[config.mk]
export PLATFORM = sky130hd
export DESIGN_NAME = rom_loader
export DESIGN_NICKNAME = d
export VERILOG_FILES = /design/src/rtl/rom_loader.sv
export SDC_FILE = /design/constraint.sdc
export NUM_CORES = 1
export LEC_CHECK = 0
export BUFFER_PORTS_ARGS = -buffer_cell sky130_fd_sc_hd__buf_2
export CAP_MARGIN = 40
export CORE_UTILIZATION = 40
export CTS_CLUSTER_DIAMETER = 40
export CTS_CLUSTER_SIZE = 12
export DETAILED_ROUTE_END_ITERATION = 8
export GPL_ROUTABILITY_DRIVEN = 0
export SLEW_MARGIN = 20
export SYNTH_ARGS = -nofsm -noshare
export SYNTH_HDL_FRONTEND = slang
export SYNTH_SLANG_ARGS = --single-unit
[constraint.sdc]
create_clock -name Clock -period 4.5 [get_ports Clock]
set_clock_uncertainty 0.1 [all_clocks]
set_input_delay 0.9 -clock Clock [delete_from_list [all_inputs] [get_ports Clock]]
set_output_delay 0.9 -clock Clock [all_outputs]
set_load 0.01 [all_outputs]
[src/rtl/rom_loader.sv]
// rom_loader: receives a byte stream (header N, N big-endian 28-bit words in
// 4-byte frames, XOR checksum) and writes each word into instruction memory,
// holding the processor in reset until a load completes with a good checksum.
module rom_loader #(
   parameter int ADDR_W = 8
) (
   input  logic              Clock,
   input  logic              Reset,
   input  logic              iByteValid,
   input  logic [7:0]        iByte,
   output logic              oByteReady,
   output logic              oWriteEnable,
   output logic [ADDR_W-1:0] oWriteAddress,
   output logic [27:0]       oInstruction,
   output logic              oCpuReset,
   input  logic              iStart,
   output logic              oDone,
   output logic              oError
);

   typedef enum logic [2:0] {
      HDR   = 3'd0,
      DATA  = 3'd1,
      WRITE = 3'd2,
      CHECK = 3'd3,
      DONE  = 3'd4,
      ERROR = 3'd5
   } tState;

   tState             stateReg, stateNext;
   logic [8:0]        wordTotalReg, wordTotalNext;   // N, with header 0 meaning 256
   logic [8:0]        wordCountReg, wordCountNext;
   logic [1:0]        byteIdxReg, byteIdxNext;
   logic [7:0]        xorReg, xorNext;
   logic [19:0]       upperReg, upperNext;           // instruction bits [27:8] being assembled
   logic [27:0]       instrReg, instrNext;
   logic [ADDR_W-1:0] addrReg, addrNext;

   logic canAccept;
   logic accept;

   assign canAccept = (stateReg == HDR) || (stateReg == DATA) || (stateReg == CHECK);
   assign accept    = iByteValid && canAccept;

   // Status outputs are gated by Reset so they show reset values during the
   // very cycle Reset is low, even if the state register still holds WRITE/DONE.
   assign oByteReady    = Reset && canAccept;
   assign oWriteEnable  = Reset && (stateReg == WRITE);
   assign oDone         = Reset && (stateReg == DONE);
   assign oError        = Reset && (stateReg == ERROR);
   assign oCpuReset     = !(Reset && (stateReg == DONE));
   assign oWriteAddress = addrReg;
   assign oInstruction  = instrReg;

   // Next-state and datapath update; only accepted bytes touch byte-related state.
   always_comb begin
      stateNext     = stateReg;
      wordTotalNext = wordTotalReg;
      wordCountNext = wordCountReg;
      byteIdxNext   = byteIdxReg;
      xorNext       = xorReg;
      upperNext     = upperReg;
      instrNext     = instrReg;
      addrNext      = addrReg;
      case (stateReg)
         HDR: begin
            if (accept) begin
               wordTotalNext = (iByte == 8'h00) ? 9'd256 : {1'b0, iByte};
               xorNext       = iByte;
               wordCountNext = 9'd0;
               byteIdxNext   = 2'd0;
               stateNext     = DATA;
            end
         end
         DATA: begin
            if (accept) begin
               xorNext = xorReg ^ iByte;
               case (byteIdxReg)
                  2'd0: begin
                     if (iByte[7:4] != 4'h0) begin
                        stateNext = ERROR;
                     end else begin
                        upperNext[19:16] = iByte[3:0];
                        byteIdxNext      = 2'd1;
                     end
                  end
                  2'd1: begin
                     upperNext[15:8] = iByte;
                     byteIdxNext     = 2'd2;
                  end
                  2'd2: begin
                     upperNext[7:0] = iByte;
                     byteIdxNext    = 2'd3;
                  end
                  default: begin
                     instrNext   = {upperReg, iByte};
                     byteIdxNext = 2'd0;
                     stateNext   = WRITE;
                  end
               endcase
            end
         end
         WRITE: begin
            addrNext      = addrReg + {{(ADDR_W-1){1'b0}}, 1'b1};
            wordCountNext = wordCountReg + 9'd1;
            stateNext     = (wordCountReg + 9'd1 == wordTotalReg) ? CHECK : DATA;
         end
         CHECK: begin
            if (accept) begin
               stateNext = (iByte == xorReg) ? DONE : ERROR;
            end
         end
         DONE, ERROR: begin
            if (iStart) begin
               addrNext  = '0;
               stateNext = HDR;
            end
         end
         default: stateNext = HDR;
      endcase
   end

   // State and datapath registers with synchronous active-low reset.
   always_ff @(posedge Clock) begin
      if (!Reset) begin
         stateReg     <= HDR;
         wordTotalReg <= 9'd0;
         wordCountReg <= 9'd0;
         byteIdxReg   <= 2'd0;
         xorReg       <= 8'd0;
         upperReg     <= 20'd0;
         instrReg     <= 28'd0;
         addrReg      <= '0;
      end else begin
         stateReg     <= stateNext;
         wordTotalReg <= wordTotalNext;
         wordCountReg <= wordCountNext;
         byteIdxReg   <= byteIdxNext;
         xorReg       <= xorNext;
         upperReg     <= upperNext;
         instrReg     <= instrNext;
         addrReg      <= addrNext;
      end
   end

endmodule

==> summary.md <==
| Metric | Value |
|---|---|
| Status | complete, no violations |
| Setup TNS | 0 ps |
| P_leak | 1.84 nW |
| WHS Path Cells | 2 |
| Commonest non-fill, non-tap cells in the layout | nand2_1 (91), dfxtp_1 (87), a21oi_1 (53), buf_2 (53), nor2_1 (52) |
| Fin util | 47.5% |
| Per-cell routed wire length | 14.1 µm |
| Critical path peak fanout | 19 |
| Final worst slack | 1440 ps |
| IO Count | 53 |
| Vias per Instance | slightly above 5 |
| MaxCap Viol Count | 0 |
| DP Wirelength | 6120 µm |
| Multi-input logic area | around 2000 µm² |
| Largest net degree at the start of global routing | 67 |
| Post-CTS sizing | 0 |
| Starting Density | 41.9% |
| Share of layout cells above drive strength 1 | 15.2% |
| Asr flop ratio synth | 0% |
| Core ar. | 9420 µm² |
| TritonCTS clock tree | built |
| Sequential standard cell area | 1740 µm² |
| Post-Place Cells | 634 |
| CP Data Required Time | about 3500 ps |
| Worst r2r src | stateReg[0] |
| CTS root buffer | clkbuf_8 |
| Flop2flop setup slack | 2030 ps |
| Worst EP arrival | approximately 2000 ps |
| Total chip power | approximately 1.5 mW |
| First-pass GRT wire length | 15300 µm |
| Final slew viol count | 0 |
| Mapped Cells | between 400 and 500 |
| DIE AREA | 10300 µm² |
| CP peak stage delay | 650 ps |
| Crit Path Class | reg2out |
| Drt initial violations | 169 |
| Rows | 35 |
| Sink Count | 87 |
| Total GRT Usage | 19.2% |
| Tcrit/Tclk final | 67.9% |
| Setup violators final | 0 |
| FMAX | 0.327 GHz |
| Postcts setup bufs | 0 |
| Fill cell count | around 960 |
| Post-synth top area share | 44.1% |
| Clock latency on the worst-skew pair | 350 ps |
| Initial antenna violation count | 0 |
| Vias in the first global route | around 3200 |
| Dpl ws | 1790 ps |
| Unrepaired setup endpoints after global routing | false |
| Max clock buf depth | 2 |
| Avg Cell Area, Syn | 8.15 µm² |
| Top post-synthesis cells by area | dfxtp_1 (44%), nand2_1 (8.7%), mux2i_1 (7.9%), a21oi_1 (6.7%), nor2_1 (4.9%) |
| WL final | slightly above 9000 µm |
| Crit path depth | 3 |
| Final Hold Fails | 0 |
| Peak supply drop | 180 µV |
| Die H | 101 µm |
| Finished Layout Cells | 649 |
| CP max stage cell | or3b_1 |
| Minimum clock period | ~3000 ps |
| Worst path buffer plus inverter count | 1 |
| Setup crit start | stateReg[1] |
| Commonest non-fill, non-tap cell in the layout | nand2_1 |
| CTS clk-pin slew, worst paths | ~90 ps |
| CP Launch Type | flip-flop |
| Post-synth EDFFs | 0 |
| Yosys reg bits | 87 |
| Count of unique library cells instantiated by Yosys | 47 |
| # diodes | 0 |
| PD cells | between 300 and 400 nW/µm² |
| Gr ovfl total | 0 |
| Synth Flop Type | dfxtp_1 |
| Crit Reg-Reg Endpoint | oInstruction[15] |
| Fin nets | between 500 and 600 |
| H-tree Lvls | 3 |
| Post-route ant nets | 0 |
| Syn. warnings | 0 |
| Crit-path leading delay family | simple AND/OR/NAND/NOR gates |
| DR DRC count | 0 |
| Max-Slew Margin vs Limit | 51.2% |
| Via Count | between 3000 and 4000 |
| Port buffer count | 52 |
| Net Count, Synth | 502 |
| Mapped Area | 3950 µm² |
| Worst min path class | reg2reg |
| Die Wd | between 100 and 150 µm |
| CP endpoint kind | output port |
| Pre-Repair DR Iteration Count | 4 |
| Seq/Total Area, Yosys | approximately 44% |
| R2R depth | 6 |
| Area delta synth->final | 13.3% |
| Area leader, netlist | dfxtp_1 |
| Hold Path Origin | upperReg[4] |
| Hold-fix buffers, CTS | 0 |
| Cell Chain, Critical Path | or3b_1 > nor2_1 > buf_2 |
| Num CTS Buffers | 9 |
| Slew @ Worst Pin | 726 ps |
| Hold EP | oInstruction[12] |
-- registers in the layout (all words and copies together) (netlist names) --
| signal | cells |
|---|---|
| wordTotalReg | 9 |
| byteIdxReg | 2 |
| oWriteAddress | 8 |
| stateReg | 3 |
| xorReg | 8 |
| oInstruction | 28 |
| upperReg | 20 |
| wordCountReg | 9 |
-- layout make-up --
class / instances / area share, %
multi-input cells: 353 / 45.1
inverters: 8 / 0.671
clock inverters: 6 / 2.13
clock buffers: 9 / 2.77
flip-flops and latches: 87 / 38.9
repair buffers: 57 / 6.77
well taps: 129 / 3.61
-- how the worst max path moves through the flow --
stage                             to
floorplan                 oByteReady
global route            oWriteEnable
detailed placement      upperReg[17]
finish                  oWriteEnable
CTS                     oWriteEnable
global placement    oInstruction[13]
-- per-layer routing --
| metal | track usage, % | up-vias | wire length, µm |
|---|---|---|---|
| met3 | 3.93 | 10 | 371 |
| met4 | 6.47 | 0 | 99 |
| met1 | 26.1 | 1588 | 4280 |
| met5 | 0 | - | 0 |
| met2 | 30.6 | 55 | 4380 |
| li1 | - | 1700 | - |
-- worst min-delay path: cells and delay by family (launching register included) --
family	cells	cell delay (ps)
flops	1	320
simple gates	1	50
compound gates	1	50
-- cell usage after synthesis, drive strengths merged, types with 3 or more instances --
cell    number
nand4        3
ha           6
xor2         5
dfxtp       87
a21oi       54
nor4         4
mux2i       31
inv          7
buf          8
and3         4
clkbuf      28
nand2       91
xnor2       19
nor3         8
a22oi        9
nor3b        3
and4         3
o21ai       19
nor2b        3
or3          3
nor2        53
nand3       15
-- report_power, final --
part,internal (mW),switching [mW]
Clock,0.314,0.289
Sequential,0.785,0.0221
Combinational,0.0529,0.0838
Total,1.15,0.395
-- kinds of logic (layout without fill, tap and decap cells) --
kind of cell / count (synthesis) / after routing / share of synthesized area [%]
xor+xnor: 24 / 24 / 5.33
flops: 87 / 87 / 44.1
mux: 31 / 31 / 7.86
buf+inv: 44 / 80 / 4.72
simple gates: 199 / 199 / 22.5
compound gates: 93 / 93 / 13.6
fa+ha+maj: 6 / 6 / 1.90
-- metrics by stage --
stage | instance area [µm²] | hold slack (ps)
after floorplan | 3950 | 332
after global routing | 4470 | 368
final | 4470 | 342
after CTS | 4470 | 347
after detailed placement | 4250 | 344
after global placement | 4230 | 339
No activity file was read; power rests on OpenSTA's default activity.
